### src/rtl/phj_pkg.sv
// Shared types and helpers for the partition hash-join datapath.
// Latency: n/a (types and pure functions). Backpressure: n/a.
// Used by the partition packers and the distributor checker.
package phj_pkg;

    localparam int TAG_WIDTH = 32;
    localparam int PART_BITS = 3;

    typedef enum logic [1:0] {
        FILL,
        EMIT,
        DONE
    } packer_state_t;

    // Partition id carried in the tag, MSB at decision_bit.
    function automatic logic [PART_BITS-1:0] tag_partition(
        input logic [TAG_WIDTH-1:0] tag,
        input int                   decision_bit
    );
        logic [TAG_WIDTH-1:0] shifted;
        shifted = tag >> (decision_bit - PART_BITS + 1);
        return shifted[PART_BITS-1:0];
    endfunction

endpackage

### src/rtl/pp_line_buffer.sv
// Slot register array that assembles one memory line, with per-slot fill mask.
// Latency: a write is visible on line/slot_mask the next cycle.
// Backpressure: none; the owner only writes while it holds in_ready.
module pp_line_buffer #(
    parameter  int INPUT_SIZE      = 64,
    parameter  int TUPLES_PER_LINE = 8,
    localparam int SLOT_W          = $clog2(TUPLES_PER_LINE)
) (
    input  logic                                  clk,
    input  logic                                  reset,
    input  logic                                  wr_en,
    input  logic [INPUT_SIZE-1:0]                 wr_dat,
    input  logic                                  clear,
    output logic [INPUT_SIZE*TUPLES_PER_LINE-1:0] line,
    output logic [TUPLES_PER_LINE-1:0]            slot_mask,
    output logic [SLOT_W-1:0]                     slot
);

    // Clearing the data too keeps unused slots of a partial line at zero.
    always_ff @(posedge clk) begin
        if (reset || clear) begin
            line      <= '0;
            slot_mask <= '0;
            slot      <= '0;
        end else if (wr_en) begin
            line[slot*INPUT_SIZE +: INPUT_SIZE] <= wr_dat;
            slot_mask[slot]                     <= 1'b1;
            slot                                <= slot + SLOT_W'(1);
        end
    end

endmodule

### src/rtl/partition_packer.sv
// Packs one partition's tuples into memory lines and issues line write requests.
// Latency: 1 cycle from the accept that fills a line to out_valid.
// Backpressure: in_ready low while a line waits for out_ready, after a flush, or when the region is full.
module partition_packer
    import phj_pkg::*;
#(
    parameter int                    INPUT_SIZE      = 64,
    parameter int                    TUPLES_PER_LINE = 8,
    parameter int                    DECISION_BIT    = 31,
    parameter int                    PARTITION_ID    = 0,
    parameter int                    ADDR_WIDTH      = 32,
    parameter logic [ADDR_WIDTH-1:0] BASE_ADDR       = '0,
    parameter int                    PART_LINES      = 1024,
    localparam int LINE_W     = INPUT_SIZE*TUPLES_PER_LINE,
    localparam int LINE_BYTES = LINE_W/8,
    localparam int SLOT_BYTES = INPUT_SIZE/8,
    localparam int SLOT_W     = $clog2(TUPLES_PER_LINE),
    localparam int CNT_W      = $clog2(PART_LINES+1)
) (
    input  logic                  clk,
    input  logic                  reset,
    output logic                  in_ready,
    input  logic [INPUT_SIZE-1:0] in,
    input  logic [TAG_WIDTH-1:0]  in_tag,
    input  logic                  in_valid,
    input  logic                  flush,
    output logic                  flush_done,
    input  logic                  out_ready,
    output logic [LINE_W-1:0]     out_line,
    output logic [ADDR_WIDTH-1:0] out_addr,
    output logic [LINE_BYTES-1:0] out_mask,
    output logic                  out_last,
    output logic                  out_valid,
    output logic [CNT_W-1:0]      line_count,
    output logic                  overflow,
    output logic                  misroute
);

    packer_state_t state, state_n;
    logic          last_q, last_n;
    logic          flush_pend, flush_pend_n;
    logic          misroute_q;
    logic [CNT_W-1:0] line_idx;

    logic                       accept, full, flush_eff, emit_hs;
    logic [LINE_W-1:0]          buf_line;
    logic [TUPLES_PER_LINE-1:0] slot_mask;
    logic [SLOT_W-1:0]          slot;
    logic [LINE_BYTES-1:0]      byte_mask;
    logic [ADDR_WIDTH-1:0]      line_addr;

    assign full      = (line_idx == CNT_W'(PART_LINES));
    assign in_ready  = (state == FILL) && !flush_pend && !full;
    assign accept    = in_valid && in_ready;
    assign flush_eff = flush || flush_pend;
    assign emit_hs   = (state == EMIT) && out_ready;

    pp_line_buffer #(
        .INPUT_SIZE      (INPUT_SIZE),
        .TUPLES_PER_LINE (TUPLES_PER_LINE)
    ) u_line_buffer (
        .clk       (clk),
        .reset     (reset),
        .wr_en     (accept),
        .wr_dat    (in),
        .clear     (emit_hs),
        .line      (buf_line),
        .slot_mask (slot_mask),
        .slot      (slot)
    );

    always_comb begin
        state_n      = state;
        last_n       = last_q;
        flush_pend_n = flush_pend || flush;
        case (state)
            FILL: begin
                if (full && flush_eff) begin
                    state_n      = DONE;
                    flush_pend_n = 1'b0;
                end else if (flush_eff) begin
                    // A tuple accepted alongside the flush lands in this line.
                    state_n      = EMIT;
                    last_n       = 1'b1;
                    flush_pend_n = 1'b0;
                end else if (accept && slot == SLOT_W'(TUPLES_PER_LINE-1)) begin
                    state_n = EMIT;
                    last_n  = 1'b0;
                end
            end
            EMIT: begin
                if (out_ready) begin
                    state_n = last_q ? DONE : FILL;
                end
            end
            DONE: begin
                state_n = FILL;
            end
            default: begin
                state_n = FILL;
            end
        endcase
    end

    always_ff @(posedge clk) begin
        if (reset) begin
            state      <= FILL;
            last_q     <= 1'b0;
            flush_pend <= 1'b0;
            misroute_q <= 1'b0;
            line_idx   <= '0;
        end else begin
            state      <= state_n;
            last_q     <= last_n;
            flush_pend <= flush_pend_n;
            if (accept && tag_partition(in_tag, DECISION_BIT) != PART_BITS'(PARTITION_ID)) begin
                misroute_q <= 1'b1;
            end
            if (emit_hs) begin
                line_idx <= line_idx + CNT_W'(1);
            end
        end
    end

    always_comb begin
        byte_mask = '0;
        for (int k = 0; k < TUPLES_PER_LINE; k++) begin
            byte_mask[k*SLOT_BYTES +: SLOT_BYTES] = {SLOT_BYTES{slot_mask[k]}};
        end
    end

    assign line_addr  = BASE_ADDR + ADDR_WIDTH'(line_idx) * ADDR_WIDTH'(LINE_BYTES);

    // Request fields read as zero whenever no line is being offered.
    assign out_valid  = (state == EMIT);
    assign out_last   = out_valid && last_q;
    assign out_line   = out_valid ? buf_line  : '0;
    assign out_mask   = out_valid ? byte_mask : '0;
    assign out_addr   = out_valid ? line_addr : '0;
    assign flush_done = (state == DONE);
    assign line_count = line_idx;
    assign overflow   = full;
    assign misroute   = misroute_q;

endmodule

### config.mk
export PLATFORM = sky130hd
export DESIGN_NAME = partition_packer
export DESIGN_NICKNAME = d
export VERILOG_FILES = /design/src/rtl/phj_pkg.sv /design/src/rtl/pp_line_buffer.sv /design/src/rtl/partition_packer.sv
export SDC_FILE = /design/constraint.sdc
export NUM_CORES = 1
export LEC_CHECK = 0
export ABC_AREA = 1
export CORE_AREA = 2 2 283 285
export DETAILED_ROUTE_END_ITERATION = 6
export DIE_AREA = 0 0 285 287
export PLACE_DENSITY = 0.72
export SKIP_LAST_GASP = 1
export SYNTH_ARGS = -nofsm -noshare
export SYNTH_HDL_FRONTEND = slang
export SYNTH_SLANG_ARGS = --single-unit
### constraint.sdc
create_clock -name clk -period 6.3 [get_ports clk]
set_input_delay 0.945 -clock clk [delete_from_list [all_inputs] [get_ports clk]]
set_output_delay 0.945 -clock clk [all_outputs]
set_load 0.01 [all_outputs]
Word level (Yosys, flattened, before mapping) --
Index checks and enable logic that the tools add are counted. W data, S select, Z words.
Word-level totals: output and inout bits 625, bits of input ports 101, register bits after elaboration 539, logic and storage cells 56
Cells by class: muxes and demuxes 14, add/sub/neg operators 3, shift-type cells 2, reduce and logical (&&, ||, !) cells 19, equal/unequal tests 6, $lt $le $gt $ge 2, bitwise operators 2
Operators by type and width (count):
- $bwmux W512 | 1
- $mux W512 | 1
- $shift A64 B34 Y512 const A | 1
- $shiftx A64 B34 Y512 | 1
- $mux W64 | 1
- $neg A9 Y34 | 1
- $mux W17 | 1
- $add A11 B1 Y11 const B | 1
- $eq A11 B11 Y1 const B | 1
- $mux W2 | 5
- $logic_and A1 B1 Y1 | 9
- $or A8 B8 Y8 | 1
- $lt A3 B4 Y1 const B | 1
- $ne A4 B2 Y1 const B | 1
- $pmux W2 S2 | 1
- $add A3 B1 Y3 const B | 1
- $demux W1 S3 | 1
- $eq A3 B3 Y1 const B | 1
- $ge A3 B1 Y1 const B | 1
- $mux W1 | 3
- $reduce_and A3 Y1 | 1
- $reduce_bool A3 Y1 | 1
- $eq A2 B1 Y1 const B | 1
- $eq A2 B2 Y1 const B | 1
- other kinds (8) | 10

Logic depth before layout (Yosys ltp) --
depth in word-level cells 9, mapped depth 14, gate-level depth less buffers 12

Cells and area by module --
A second synthesis with hierarchy kept.
Second synthesis, totals: cell total of the unflattened synthesis 4430, area total of the unflattened synthesis 27302.4 sq um
By module, submodules not included:
- pp_line_buffer | seq. area each 10470.0 sq um, cells each 3106, times used 1, area an instance 21286.7 sq um
- partition_packer | seq. area each 320.3 sq um, cells each 1324, times used 1, area an instance 6015.8 sq um

Worst setup path after synthesis --
No wires, ideal clock.
kind reg2out, from register state[1], to output port out_mask[41], stages on the path, launching flop included 8, data required time 5.355 ns, data arrival time 1.635 ns, buffers on the path 4, path slack 3.720 ns, cells stage by stage dfxtp_1 > inv_1 > nand2_1 > clkbuf_1 > buf_2 > buf_1 > nor2_1 > buf_4
On the way: cells in the longest elaborated chain, start to end 2
Ends and longest elaborated chain:
- from (decl) | RTL line partition_packer.sv:39 | packer_state_t state, state_n;
- from (signal assigned) | RTL line partition_packer.sv:113 | state <= state_n;
- $eq A2 B1 Y1 | RTL line partition_packer.sv:135 | assign out_valid = (state == EMIT);
- $mux W64 | RTL line partition_packer.sv:138 | assign out_mask = out_valid ? byte_mask : '0;
- to (decl) | RTL line partition_packer.sv:31 | output logic [LINE_BYTES-1:0] out_mask,
No other way between the ends.

Worst setup path in the final report --
from register line_idx[0], in the netlist line_count[0], to output port in_ready
On the way: cells in the longest elaborated chain, start to end 3
Ends and longest elaborated chain:
- from (decl) | RTL line partition_packer.sv:43 | logic [CNT_W-1:0] line_idx;
- from (signal assigned) | RTL line partition_packer.sv:120 | line_idx <= line_idx + CNT_W'(1);
- $eq A11 B11 Y1 | RTL line partition_packer.sv:52 | assign full = (line_idx == CNT_W'(PART_LINES));
- $logic_not A1 Y1 | RTL line partition_packer.sv:53 | assign in_ready = (state == FILL) && !flush_pend && !full;
- $logic_and A1 B1 Y1 | RTL line partition_packer.sv:53
- to (decl) | RTL line partition_packer.sv:22 | output logic in_ready,
No other way between the ends.

==> key figures <==
Outcome
  – Status: finished, final reports clean

Timing
  – RSZ-0062 raised after global routing: no
  – Worst Skew: 18.3 ps
  – Worst slew pin tran: between 1000 and 1500 ps
  – Fin. max-slew vios: 0
  – Max frequency: 0.238 GHz
  – Final worst slack: between 2000 and 2500 ps
  – Max_slew headroom: between 10% and 20%
  – Final hold violation count: 0
  – Fin crit period: between 4000 and 5000 ps
  – Final setup fails: 0
  – Fin Setup TNS: 0 ps
  – Final period util: approximately two thirds

Global route
  – GR Overflow Total: 0
  – Vias in the first global route: about 28,000
  – First-pass GRT wire length: about 180,000 um
  – Total GRT Usage: around 29%
  – Initial antenna violation count: 11
  – Largest net degree at the start of global routing: between 200 and 250

Route
  – Final ANT Viol Nets: 0
  – DR vias: between 30,000 and 40,000
  – Vias per Instance: ~5.0
  – 1st-iter DRT viols: 3,570
  – DR DRC count: 0
  – Detailed-route wire length per cell: around 20 um
  – Routed WL: ~120,000 um
  – TritonRoute pass-1 iters: 6

Worst setup path
  – Crit-path cells: inv_1 -> ha_1 -> nand2_1 -> nor2_1 -> inv_1 -> nor2_4 -> nor2_8 -> buf_4 -> clkdlybuf4s50_1
  – CP dominant cell by count: inv_1
  – Worst path max stage delay: about 700 ps
  – Crit Path Category: register to output port
  – Slowest stage cell, crit path: clkdlybuf4s50_1
  – Crit start category: register
  – Data arrival, critical path: around 3300 ps
  – Crit Path Max Fanout: between 40 and 50
  – CP bufs+invs: 4
  – Worst Setup End Kind: output port
  – Worst path top cell family by delay: buffers and inverters
  – Worst Path Required: between 5000 and 6000 ps

Pwr
  – Pwr/cell area: 223 nW/um^2
  – Worst vdd ir: 0.000257 V
  – Leak: 15.1 nW

Floorplan
  – Die Width: 285 um
  – Starting Density: a little under two fifths
  – Die H: between 200 and 300 um
  – Core area: ~79,000 sq um
  – DIE AREA: between 80,000 and 90,000 sq um
  – Row cnt: between 100 and 150
  – Ports: roughly 730

Clock network
  – # hold bufs at CTS: 0
  – Worst-path clk slew: approximately 60 ps
  – CTS tree: yes
  – Clock latency on the worst-skew pair: around 640 ps
  – Post-CTS sizing: 0
  – Sink Count: 539
  – Clock Path Buffers: 3
  – CTS buffer count: 61
  – CTS root buf: clkbuf_16
  – Setup bufs post-CTS: 0
  – H-tree levels: 2

Logic synthesis
  – Syn Inst Count: ~4,800
  – Synthesized area: between 20,000 and 30,000 sq um
  – Synthesis-stage register bit count: between 500 and 600
  – Register area share after synthesis: between 30% and 40%
  – Synth cell types: 33
  – Syn Area/Cell: around 6 sq um
  – Yosys warnings: 0

Place
  – Number of port buffers: 675
  – Gpl congestion: between 0.8 and 0.9
  – Post-detail-place hpwl: slightly above 80,000 um
  – Pre-CTS setup slack: between 2000 and 2500 ps

Worst hold path
  – Min-delay worst type: register to register

Final layout
  – Syn-to-layout area delta: 28.7%
  – Filler cell count: 8,077
  – Nets: around 5,300
  – Layout cells sized above 1: under 10%
  – Multi-input logic area: between 10,000 and 15,000 sq um
  – Storage element area: around 11,000 sq um

Flow run
  – Max Cap Violations: 0
## where the power goes
group,switching (mW),internal [mW]
sequential,0.0255,3.44
clock,1.52,2.07
combinational,1.01,0.253
## logic make-up (layout without fill, tap and decap cells)
group / count (synthesis) / after routing / synth area share (%)
AOI/OAI and AO/OA: 234 / 234 / 4.06
xor gates and xnor gates: 2 / 2 / 0.0604
adders and majority gates: 6 / 6 / 0.259
buffers and inverters: 1073 / 1461 / 16.6
DFF: 539 / 539 / 37.2
other: 1 / 31 / 0.0129
and+or+nand+nor: 2938 / 2938 / 41.8
## cell usage after synthesis (all sizes together)
library cell	number	area share (%)
o21ai	17	0.29
nand4	294	6.3
nand2	988	13
nor3	39	0.69
a211oi	1	0.026
nand3	154	2.8
o21a	1	0.026
conb	1	0.013
dfxtp	539	37
inv	615	8.0
xor2	2	0.060
nor4b	1	0.030
nor4	3	0.065
a21oi	214	3.7
or3	1	0.022
a31oi	1	0.022
ha	6	0.26
clkinv	1	0.013
nor2	1458	19
buf	352	7.2
clkbuf	105	1.4
## registers in the layout, summed over array words and instances, names as in the netlist
name                     flops
flush_pend                   1
last_q                       1
line_count                  11
misroute                     1
state                        2
u_line_buffer.line         512
u_line_buffer.slot           3
u_line_buffer.slot_mask      8
## worst min-delay path, cell delays in order (launching register included)
cell,delay (ps)
dfxtp_1,310
inv_1,50
a21oi_1,50
## cells in the final DEF, fill, tap and decap left out, types with 3 or more instances in the layout
cell type and n:
a21oi_1 214, buf_12 5, buf_4 56, clkbuf_1 17
clkbuf_16 62, clkbuf_8 16, clkdlybuf4s50_1 674, clkinv_2 7
clkinvlp_4 3, conb_1 21, dfxtp_1 538, diode_2 10
ha_1 4, inv_1 604, inv_2 8, nand2_1 984
nand3_1 147, nand3_4 7, nand4_1 294, nor2_1 1448
nor2_4 8, nor3_1 38, nor4_1 3, o21ai_0 16
## worst paths after layout
path / start / depth (start not counted) / to / slack [ps]
hold reg to reg: misroute / 2 / misroute / 450
setup / recovery: line_count[0] / 9 / in_ready / 2090
hold / removal: misroute / 2 / misroute / 450
setup reg to reg: u_line_buffer.slot[0] / 8 / u_line_buffer.line[405] / 2250
## per-layer routing
metal	GRT usage (%)	routed length [um]	vias up
met5	0	73	-
met4	15.1	7190	12
met3	7.57	13300	271
met2	44.2	53800	1506
met1	37.6	50500	14390
li1	-	-	15171
## metrics by stage
stage	utilization (%)	std cells	hold slack, ps	total power, mW	cell area, sq um
floorplan	-	4813	436	4.34	29100
global placement	44.9	6142	439	4.78	35300
detailed placement	44.9	6142	449	4.79	35300
CTS	47.4	6251	459	8.36	37300
global route	47.4	6251	475	8.60	37300
finish	47.5	6261	455	8.33	37300
## layout make-up
type | count | area share (%)
diodes | 10 | 0.0671
clock buffers | 95 | 4.92
clock inverters | 14 | 0.412
inverters | 616 | 6.24
multi-input cells | 3201 | 36.4
flip-flops and latches | 539 | 28.9
well taps | 1050 | 3.52
repair buffers | 736 | 19.5
No activity file was read; power rests on OpenSTA's default activity.
